[src/rtl/rs232_rx.sv]
// Oversampling 8N1 receiver: synchronises rx, qualifies the start bit, majority-samples
// each bit at ticks 7/8/9 and holds the byte behind a ready/ack handshake with error flags.
module rs232_rx #(
    parameter int OVS_DIV = 78
) (
    input  logic       clk,
    input  logic       reset,
    input  logic       rx,
    output logic [7:0] rx_data,
    output logic       rx_ready,
    input  logic       rx_ack,
    output logic       ferr,
    output logic       brk,
    output logic       ovr,
    output logic       busy
);

    localparam int PW = (OVS_DIV > 1) ? $clog2(OVS_DIV) : 1;
    localparam logic [PW-1:0] PRESC_MAX = PW'(OVS_DIV - 1);

    typedef enum logic [1:0] {
        IDLE  = 2'd0,
        START = 2'd1,
        DATA  = 2'd2,
        STOP  = 2'd3
    } state_t;

    // Handshake: rx_ready is a level that stays high until a one-cycle rx_ack;
    // rx_ack while rx_ready is low is ignored.
    state_t        state;
    logic          sync1;
    logic          sync2;
    logic          prev;
    logic [PW-1:0] presc;
    logic [3:0]    tick_cnt;
    logic [2:0]    bit_cnt;
    logic [7:0]    shreg;
    logic          s7;
    logic          s8;

    logic       tick;
    logic       fall;
    logic       maj;
    logic [3:0] tick_nxt;

    assign tick     = (presc == PRESC_MAX);
    assign fall     = (state == IDLE) && !sync2 && prev;
    assign maj      = (s7 & s8) | (s7 & sync2) | (s8 & sync2);
    assign tick_nxt = tick_cnt + 4'd1;

    always_ff @(posedge clk) begin
        if (reset) begin
            state    <= IDLE;
            sync1    <= 1'b0;
            sync2    <= 1'b0;
            prev     <= 1'b0;
            presc    <= '0;
            tick_cnt <= 4'd0;
            bit_cnt  <= 3'd0;
            shreg    <= 8'h00;
            s7       <= 1'b0;
            s8       <= 1'b0;
            rx_data  <= 8'h00;
            rx_ready <= 1'b0;
            ferr     <= 1'b0;
            brk      <= 1'b0;
            ovr      <= 1'b0;
            busy     <= 1'b0;
        end else begin
            sync1 <= rx;
            sync2 <= sync1;
            prev  <= sync2;
            presc <= tick ? '0 : presc + PW'(1);

            // A completion later in this block overrides these clears.
            if (rx_ack && rx_ready) begin
                rx_ready <= 1'b0;
                ferr     <= 1'b0;
                brk      <= 1'b0;
                ovr      <= 1'b0;
            end

            if (state == IDLE) begin
                if (fall) begin
                    state    <= START;
                    presc    <= '0;
                    tick_cnt <= 4'd0;
                    busy     <= 1'b1;
                end
            end else if (tick) begin
                tick_cnt <= tick_nxt;
                if (tick_nxt == 4'd7) s7 <= sync2;
                if (tick_nxt == 4'd8) s8 <= sync2;

                case (state)
                    START: begin
                        if (tick_nxt == 4'd9 && maj) begin
                            state <= IDLE;
                            busy  <= 1'b0;
                        end else if (tick_nxt == 4'd15) begin
                            // The detection cycle stands in for the first tick of the
                            // start bit, so the stop decision lands 152 ticks after it.
                            state    <= DATA;
                            bit_cnt  <= 3'd0;
                            tick_cnt <= 4'd0;
                        end
                    end
                    DATA: begin
                        if (tick_nxt == 4'd9) shreg <= {maj, shreg[7:1]};
                        if (tick_nxt == 4'd15) begin
                            if (bit_cnt == 3'd7) state <= STOP;
                            else bit_cnt <= bit_cnt + 3'd1;
                        end
                    end
                    STOP: begin
                        if (tick_nxt == 4'd9) begin
                            state <= IDLE;
                            busy  <= 1'b0;
                            if (!rx_ready || rx_ack) begin
                                rx_data  <= shreg;
                                rx_ready <= 1'b1;
                                ferr     <= !maj;
                                brk      <= !maj && (shreg == 8'h00);
                            end else begin
                                ovr <= 1'b1;
                            end
                        end
                    end
                    default: state <= IDLE;
                endcase
            end
        end
    end

endmodule

[config.mk]
export PLATFORM = sky130hd
export DESIGN_NAME = rs232_rx
export DESIGN_NICKNAME = d
export VERILOG_FILES = /design/src/rtl/rs232_rx.sv
export SDC_FILE = /design/constraint.sdc
export NUM_CORES = 1
export LEC_CHECK = 0
export CORE_MARGIN = 4
export CORE_UTILIZATION = 35
export CTS_BUF_LIST = sky130_fd_sc_hd__clkbuf_8
export CTS_CLUSTER_SIZE = 40
export DETAILED_ROUTE_END_ITERATION = 8
export MAX_ROUTING_LAYER = met4
export PLACE_DENSITY = 0.56
export SLEW_MARGIN = 10
export SYNTH_ARGS = -nofsm -noshare
export SYNTH_HDL_FRONTEND = slang
export SYNTH_SLANG_ARGS = --single-unit
export TNS_END_PERCENT = 30
[constraint.sdc]
create_clock -name clk -period 5.3 [get_ports clk]
set_clock_uncertainty 0.15 [all_clocks]
set_input_delay 0.53 -clock clk [delete_from_list [all_inputs] [get_ports clk]]
set_output_delay 0.53 -clock clk [all_outputs]
set_load 0.005 [all_outputs]
==> metrics.yaml, run 1 <==
outcome: "complete, no violations"
worst-endpoint-arrival_ns: 2.42
hold_start: "sync1$_SDFF_PP0_"
r2r_cells: 6
power_density_nw_per_um2: 228
die_area_um2: 7320
synth_top_cell_by_area: "dfxtp_1"
die_w_um: 85.5
crit_fanout: 8
yosys.area.top_type_share: 0.400
synth_edf_count: 0
core-area_um2: 5680
min_period_ns: 2.35
synthTopCellsByArea: "dfxtp_1, mux2i_1, ha_1"
cp_cell_sequence: "ha_1, nor3b_2, nand2_1, a311oi_1, o32a_2, mux2i_1"
synth_seq_cells: 42
htree_levels: 2
cp-end-kind: "flip-flop"
cts_made_buffers: 5
tightest_slew_ns: 0.707
hold_buffers: 0
path_class: "reg2reg"
drtAntennaViolNets: 0
drc: 0
diodes: 0
hold_class: "reg2reg"
async_flop_share: 0
cts_tree: "done"
fmax_mhz: 425
drt_wl_total_um: 4150
fp-row-count: 27
clock_latency_ns: 0.28
relSlewSlack: 0.528
worstHoldEndpoint: "sync2$_SDFF_PP0_"
totalPowerFinal_mw: 0.554
synth.avg_cell_area_um2: 9.40
grt_setup_unrepaired: "false"
synth_flop_cell: "dfxtp_1"
path_clk_slew_ns: 0.08
r2r_end: "state[0]$_SDFFE_PP0P_"
crit_buf_inv: 0
cts_resized: 0
netlist_instances: 224
mappedNetlistArea_um2: 2100
grt-busiest-layer: "met2"
hpwl_um: 2970
io_buffers: 16
cts.sinks: 42
grt_pass1_vias: 1532
hold_depth: 1
clk_path_buf_depth: 2
finalSetupTns_ns: 0
drt_first_pass_iters: 4
wire_per_inst_um: 13.3
drive_gt1_frac: 0.0871
report.final.slew_viol_count: 0
max_stage_delay_ns: 0.49
setup_violations: 0
crit_slowest_cell: "nor3b_2"
drtIter0Drc: 71
vias: 1587
rrSetupSlack_ns: 2.95
ir_drop_mv: 0.116
syn_to_final_growth_pct: 15.3
nets: 257
grt_pass1_wl_um: 7080
die_y_um: 85.5
grt_max_degree: 36
finalHoldViolCount: 0
grt_use_met3: 0.0202
ys_warn_count: 0
cp-start-kind: "flip-flop"
seq_area_frac_synth: 0.400
final_common_cell: "dfxtp_1"
ios: 17
final_cell_mix: "dfxtp_1, nor2_1, mux2i_1, clkdlybuf4s50_1, inv_1"
gp_congestion: 0.833
cpLargestDelayFamily: "compound AO/OA/AOI/OAI gates"
met1_usage: 0.160
grt_overflow_total: 0
rr_startpoint: "tick_cnt[1]$_SDFFE_PP0P_"
synth_cell_types: 47
avgViaCountPerCell: 5.07
power.static_leakage_nw: 1.02
antenna_found_initial: 0
grt_usage: 0.123
fin_crit_sh: 0.444
post_cts_buffers: 0
drv_cap: 0
cp.required_ns: 5.37
initial_core_util: 0.371
ctsRootBufferMaster: "clkbuf_8"
syn-num-nets: 241
grt.met2_usage: 0.190
[layout make-up]
class                           count  area (µm²)
Clock inverter                      2        12.5
Timing Repair Buffer               18         175
Clock buffer                        6        82.6
Inverter                           14        52.6
Sequential cell                    42         841
Tap cell                           72        90.1
Multi-Input combinational cell    159        1170
Fill cell                         558        3250
[worst reg2reg max path, cell delays in order, from the launching register on]
cell      delay (ns)
dfxtp_1         0.39
ha_1            0.31
nor3b_2         0.49
nand2_1         0.13
a311oi_1        0.38
o32a_2          0.26
mux2i_1         0.17
[routing by layer]
| layer | wire (µm) | vias up |
|---|---|---|
| met3 | 84 | 2 |
| met5 | 0 | - |
| li1 | - | 820 |
| met4 | 47 | 0 |
| met2 | 1950 | 13 |
| met1 | 2070 | 752 |
[cells in the mapped netlist, drive strengths merged, types with 3 or more instances]
library cell	instances
dfxtp	42
nor2	38
mux2i	21
inv	14
ha	13
nand2	12
nand3	9
a21oi	6
clkbuf	6
o2111ai	6
nor2b	5
nand2b	4
o21ai	4
xnor2	4
buf	3
xor2	3
[per-stage QoR]
step	hold slack (ns)	instance area (µm²)	util	setup slack (ns)	std cells
floorplan	0.264	2100	-	3.19	224
global placement	0.275	2330	0.411	2.90	305
detailed placement	0.277	2330	0.411	2.85	305
CTS	0.296	2430	0.428	2.97	313
global route	0.320	2430	0.428	2.70	313
finish	0.292	2430	0.428	2.95	313
[sequential cells by signal, summed over array words and instances (netlist names), 2 cells and up]
name / flops
bit_cnt: 3
presc: 7
rx_data: 8
shreg: 8
state: 2
tick_cnt: 4
[worst max path at each step]
stage,from,endpoint,slack [ns],depth (start not counted)
2_1_floorplan,tick_cnt[0]$_SDFFE_PP0P_,state[0]$_SDFFE_PP0P_,3.19,7
3_3_place_gp,reset,brk$_SDFF_PP0_,2.90,6
3_5_place_dp,reset,brk$_SDFF_PP0_,2.85,6
4_1_cts,tick_cnt[0]$_SDFFE_PP0P_,state[0]$_SDFFE_PP0P_,2.97,6
5_1_grt,state[0]$_SDFFE_PP0P_,busy$_SDFFE_PP0P_,2.70,7
6_report,tick_cnt[1]$_SDFFE_PP0P_,state[0]$_SDFFE_PP0P_,2.95,6
[power by group]
group / switching [mW] / leakage, nW / internal [mW]
Sequential: 0.00268 / 0.339 / 0.319
Combinational: 0.0126 / 0.632 / 0.00850
Clock: 0.107 / 0.0472 / 0.105
[cell families (layout without fill, tap and decap cells)]
logic type,Yosys count,count (layout),synth area share
mux,21,21,0.0999
compound gates,32,32,0.135
simple gates,85,85,0.211
flops,42,42,0.400
xor+xnor,7,7,0.0291
buf+inv,23,40,0.0428
fa+ha+maj,14,14,0.0826
No activity file was read; power rests on OpenSTA's default activity.
==> run 2: changes to the inputs <==
- PLACE_DENSITY: 0.56 -> 0.57
- clock period: 5.3 -> 2.05 ns (I/O delays scaled with it)
==> run 2 against run 1 <==
  * Combinational power increased to 3.5 times the previous value
  * Global-route usage grew 0.69 points
  * Hold slack improved by 0.0015 ns
  * Via count up 5.0%
  * Highest routed layer unchanged
  * First-iteration DRC count unchanged
==> metrics.yaml, run 2 (synthesis gave the netlist of run 1 again) <==
final_cell_mix: "dfxtp_1, nor2_1, buf_4, mux2i_1, clkdlybuf4s50_1"  # was dfxtp_1, nor2_1, mux2i_1, clkdlybuf4s50_1, inv_1
die_area_um2: 7320  # unchanged
critPathMostFrequentCell: "a41o_1"
nets: 278  # was 257
die_w_um: 85.5  # unchanged
postPlaceCellArea_um2: 2490  # was 2330 µm²
grt_pass1_wl_um: 7450  # was 7080 µm
clk_path_buf_depth: 2  # unchanged
grt_max_degree: 35  # was 36
min_period_ns: 1.98  # was 2.35 ns
ios: 17  # unchanged
hpwl_um: 3250  # was 2970 µm
grt_overflow_total: 0  # unchanged
utilization: 0.471  # was 0.428
drv_cap: 0  # unchanged
ir_drop_mv: 0.329  # was 0.116 mV
crit_buf_inv: 0  # unchanged
path_clk_slew_ns: 0.08  # about the same
cp.required_ns: 2.10  # was 5.37 ns
crit_slowest_cell: "maj3_2"  # was nor3b_2
drc: 0  # unchanged
power_density_nw_per_um2: 537  # was 228 nW/µm²
fin_area_um2: 2670  # was 2430 µm²
worst-endpoint-arrival_ns: 2.03  # was 2.42 ns
core-area_um2: 5680  # unchanged
r2r_cells: 5  # was 6
io_buffers: 16  # unchanged
finalHoldViolCount: 0  # unchanged
gp_congestion: 0.867  # was 0.833
cp_cell_sequence: "maj3_2, a41o_1, a41o_1, or3_1, o32ai_2"  # was ha_1, nor3b_2, nand2_1, a311oi_1, o32a_2, mux2i_1
fmax_mhz: 504  # was 425 MHz
fin_cells: 334  # was 313
cp-end-kind: "flip-flop"  # unchanged
vias: 1667  # was 1587
tightest_slew_ns: 0.523  # was 0.707 ns
reg_top3: "rx_data (8), shreg (8), presc (7)"  # unchanged
crit_fanout: 6  # was 8
max_stage_delay_ns: 0.38  # was 0.49 ns
power.static_leakage_nw: 1.16  # was 1.02 nW
cpLargestDelayFamily: "compound AO/OA/AOI/OAI gates"  # unchanged
grt_pass1_vias: 1569  # was 1532
drt_wl_total_um: 4450  # was 4150 µm
worst_slack_ns: 0.0665  # was 2.95 ns
hold_buffers: 0  # unchanged
path_class: "reg2reg"  # unchanged
cts.sinks: 42  # unchanged
initial_core_util: 0.371  # unchanged
ctsRootBufferMaster: "clkbuf_8"  # unchanged
pre_cts_slack_ns: -0.0233  # was 2.85 ns
drt_first_pass_iters: 4  # unchanged
grt_setup_unrepaired: "true"  # was false
die_y_um: 85.5  # unchanged
r2r_end: "state[1]$_SDFFE_PP0P_"  # was state[0]$_SDFFE_PP0P_
final_common_cell: "dfxtp_1"  # unchanged
hold_start: "sync1$_SDFF_PP0_"  # unchanged
relSlewSlack: 0.649  # was 0.528
avgViaCountPerCell: 4.99  # was 5.07
drtAntennaViolNets: 0  # unchanged
syn_to_final_growth_pct: 27.0  # was 15.3%
report.final.slew_viol_count: 0  # unchanged
rrSetupSlack_ns: 0.07  # was 2.95 ns
grt_usage: 0.130  # was 0.123
fp-row-count: 27  # unchanged
cp-start-kind: "flip-flop"  # unchanged
htree_levels: 2  # unchanged
fin_crit_sh: 0.968  # was 0.444
outcome: "complete, no violations"  # unchanged
wire_per_inst_um: 13.3  # about the same
drive_gt1_frac: 0.218  # was 0.0871
antenna_found_initial: 0  # unchanged
place_inst: 324  # was 305
setup_violations: 0  # unchanged
worstHoldEndpoint: "sync2$_SDFF_PP0_"  # unchanged
clock_latency_ns: 0.29  # was 0.28 ns
rr_startpoint: "sync2$_SDFF_PP0_"  # was tick_cnt[1]$_SDFFE_PP0P_
diodes: 0  # unchanged
cts_made_buffers: 5  # unchanged
hold_depth: 1  # unchanged
hold_class: "reg2reg"  # unchanged
cts_tree: "done"  # unchanged
drtIter0Drc: 71  # unchanged
run 2: changes by cell type in the layout (fill, tap and decap cells not counted), moves of 2 or more:
cell     change
dfxtp_1      -3
dfxtp_2      +3
ha_1         -5
ha_4         +2
buf_4       +20
ha_2         +3
run 2: report_power, final:
part | switching, mW | internal, mW | leakage [nW]
clock network | 0.293 | 0.240 | 0.0483
registers | 0.00665 | 0.824 | 0.341
logic | 0.0392 | 0.0338 | 0.770
total | 0.339 | 1.10 | 1.16
run 2: metal layers:
layer	wire (µm)	vias up	global-route usage	share of wire
met5	0	-	-	0
met4	76	0	0.0518	0.017
met3	91	6	0.0231	0.020
met2	2020	16	0.189	0.45
met1	2260	785	0.177	0.51
li1	-	860	-	-
run 2: what timing repair did:
action                                  in CTS  in global routing
buffers inserted                             0                  2
endpoints found under the setup margin       2                 28
resized for setup                            3                 15
cloned                                       0                  0
pin swaps                                    0                  4
run 2: final cells by class:
| class | instances | area [µm²] |
|---|---|---|
| Sequential cell | 42 | 845 |
| Clock buffer | 5 | 68.8 |
| Tap cell | 72 | 90.1 |
| Inverter | 14 | 52.6 |
| Fill cell | 543 | 3000 |
| Clock inverter | 3 | 18.8 |
| Multi-Input combinational cell | 159 | 1250 |
| Timing Repair Buffer | 39 | 345 |
run 2: how the worst max path moves through the flow:
stage                          startpoint  slack, ns  cells after the start               endpoint
floorplan           state[0]$_SDFFE_PP0P_      -0.03                      7  state[0]$_SDFFE_PP0P_
global placement    state[0]$_SDFFE_PP0P_      0.008                      7  state[1]$_SDFFE_PP0P_
detailed placement    presc[1]$_SDFF_PP0_      -0.02                      7  state[0]$_SDFFE_PP0P_
CTS                 state[1]$_SDFFE_PP0P_       0.02                      8      busy$_SDFFE_PP0P_
global route             sync2$_SDFF_PP0_      -0.05                      5  state[1]$_SDFFE_PP0P_
finish                   sync2$_SDFF_PP0_       0.07                      5  state[1]$_SDFFE_PP0P_
run 2: per-stage QoR:
stage	TNS, ns	power [mW]	hold slack, ns
after global routing	-0.119	1.51	0.309
after floorplan	-0.0269	0.887	0.183
after global placement	0	0.916	0.272
final	0	1.44	0.293
after CTS	0	1.46	0.293
after detailed placement	-0.0233	0.917	0.272
==> run 3: changes to the inputs <==
- DONT_BUFFER_PORTS: default -> 1
- PLACE_DENSITY: 0.57 -> 0.54
==> run 3 against run 2 <==
  * The flow now finishes with violations (negative hold slack)
  * Routed wire length fell by 3.0%
  * Critical endpoint is now brk$_SDFF_PP0_
  * Register-to-register slack improved by 0.03 ns
  * Maximum frequency rose by 1.6%
  * Highest routed layer unchanged
  * Final cell count fell by 2.1%
  * Largest power group unchanged
  * Power rose by 0.48%
  * Sequential share of layout area rose by 1.4 points
==> metrics.yaml, run 3 (synthesis gave the netlist of run 1 again) <==
cts_made_buffers: 5  # unchanged
io_buffers: 0  # was 16
final_common_cell: "dfxtp_1"  # unchanged
path_clk_slew_ns: 0.08  # about the same
setup_violations: 0  # unchanged
pre_cts_slack_ns: 0.00254  # was -0.0233 ns
r2r_cells: 5  # unchanged
hold_depth: 1  # unchanged
drtIter0Drc: 45  # was 71
worst_slack_ns: 0.0975  # was 0.0665 ns
fin_crit_sh: 0.952  # was 0.968
cp.required_ns: 2.11  # was 2.10 ns
hpwl_um: 3180  # was 3250 µm
grt_pass1_wl_um: 7430  # was 7450 µm
rr_startpoint: "shreg[7]$_SDFFE_PP0P_"  # was sync2$_SDFF_PP0_
wire_per_inst_um: 13.2  # was 13.3 µm
cp-start-kind: "flip-flop"  # unchanged
cts.sinks: 42  # unchanged
final_cell_mix: "dfxtp_1, nor2_1, buf_4, mux2i_1, inv_1"  # was dfxtp_1, nor2_1, buf_4, mux2i_1, clkdlybuf4s50_1
hold_buffers: 3  # was 0
relSlewSlack: 0.724  # was 0.649
power_density_nw_per_um2: 565  # was 537 nW/µm²
drt_first_pass_iters: 4  # unchanged
cts_tree: "done"  # unchanged
ios: 17  # unchanged
path_class: "reg2reg"  # unchanged
worst-endpoint-arrival_ns: 2.01  # was 2.03 ns
ir_drop_mv: 0.392  # was 0.329 mV
htree_levels: 2  # unchanged
met3_wirelength_um: 129  # was 91 µm
fmax_mhz: 512  # was 504 MHz
hold_start: "reset"  # was sync1$_SDFF_PP0_
gp_congestion: 0.845  # was 0.867
fp-row-count: 27  # unchanged
highest_layer: "met4"  # unchanged
antenna_found_initial: 0  # unchanged
vias: 1595  # was 1667
violations: "negative hold slack"
grt_setup_unrepaired: "true"  # unchanged
crit_fanout: 4  # was 6
drtAntennaViolNets: 0  # unchanged
hold_class: "in2reg"  # was reg2reg
r2r_end: "brk$_SDFF_PP0_"  # was state[1]$_SDFFE_PP0P_
avgViaCountPerCell: 4.88  # was 4.99
power.static_leakage_nw: 1.14  # was 1.16 nW
drt_wl_total_um: 4310  # was 4450 µm
drt-met1-wl_um: 2210  # was 2260 µm
worstHoldEndpoint: "tick_cnt[1]$_SDFFE_PP0P_"  # was sync2$_SDFF_PP0_
core-area_um2: 5680  # unchanged
grt_max_degree: 36  # was 35
hold_ws_ns: -0.176  # was 0.293 ns
ctsRootBufferMaster: "clkbuf_8"  # unchanged
cp-end-kind: "flip-flop"  # unchanged
drive_gt1_frac: 0.224  # was 0.218
tightest_slew_ns: 0.414  # was 0.523 ns
reg_top3: "rx_data (8), shreg (8), presc (7)"  # unchanged
die_w_um: 85.5  # unchanged
grt_overflow_total: 0  # unchanged
die_area_um2: 7320  # unchanged
utilization: 0.450  # was 0.471
min_period_ns: 1.95  # was 1.98 ns
nets: 271  # was 278
syn_to_final_growth_pct: 21.4  # was 27.0%
rrSetupSlack_ns: 0.1  # was 0.07 ns
dr_wl_met2_um: 1900  # was 2020 µm
drc: 0  # unchanged
report.final.slew_viol_count: 0  # unchanged
outcome: "complete, but fails checks"  # was complete, no violations
clock_latency_ns: 0.29  # about the same
drv_cap: 0  # unchanged
initial_core_util: 0.371  # unchanged
diodes: 0  # unchanged
final.fill_count: 571  # was 543
grt_usage: 0.130  # about the same
die_y_um: 85.5  # unchanged
finalHoldViolCount: 28  # was 0
clk_path_buf_depth: 2  # unchanged
grt_pass1_vias: 1527  # was 1569
run 3: repair_timing:
action / CTS / global route
pin swaps: 0 / 2
resized for setup: 1 / 10
endpoints found under the hold margin: 31 / 28
endpoints found under the setup margin: 1 / 20
buffers inserted: 0 / 1
run 3: area by class of cell:
type	instances	area [µm²]	area share
well taps	72	90.1	0.0353
multi-input cells	159	1230	0.480
inverters	14	52.6	0.0206
repair buffers	32	248	0.0970
clock buffers	6	82.6	0.0323
flip-flops and latches	42	843	0.330
clock inverters	2	12.5	0.00490
run 3: layer usage:
layer  vias to the layer above  GRT usage
met5                         -          -
met1                       731      0.177
met3                         6     0.0298
met4                         0     0.0518
li1                        844          -
met2                        14      0.185
run 3: worst max-delay path, cell delays in order (launching register included):
cell	delay [ns]
dfxtp_1	0.34
or4_1	0.51
or4_4	0.44
nor4_4	0.17
mux2i_1	0.11
o221ai_1	0.16
run 3: through the flow:
step	hold slack, ns	instances	total power, mW	area (µm²)	TNS, ns
global route	-0.196	327	1.51	2550	-0.0549
finish	-0.176	327	1.44	2550	0
global placement	0.130	315	0.896	2370	0
CTS	-0.189	326	1.47	2500	0
floorplan	0.183	224	0.887	2110	-0.0269
detailed placement	0.131	315	0.897	2370	0
run 3: how the worst max path moves through the flow:
stage	end	from	slack, ns	depth (start not counted)
6_report	brk$_SDFF_PP0_	shreg[7]$_SDFFE_PP0P_	0.1	5
5_1_grt	brk$_SDFF_PP0_	shreg[7]$_SDFFE_PP0P_	-0.03	5
4_1_cts	state[0]$_SDFFE_PP0P_	state[0]$_SDFFE_PP0P_	0.03	6
3_5_place_dp	state[0]$_SDFFE_PP0P_	state[0]$_SDFFE_PP0P_	0.003	6
3_3_place_gp	state[0]$_SDFFE_PP0P_	state[0]$_SDFFE_PP0P_	0.04	6
2_1_floorplan	state[0]$_SDFFE_PP0P_	state[0]$_SDFFE_PP0P_	-0.03	7
run 3: report_power, final:
group          internal, mW  switching (mW)
Clock                 0.271           0.290
Combinational        0.0277          0.0259
Sequential            0.824         0.00490
Total                  1.12           0.321
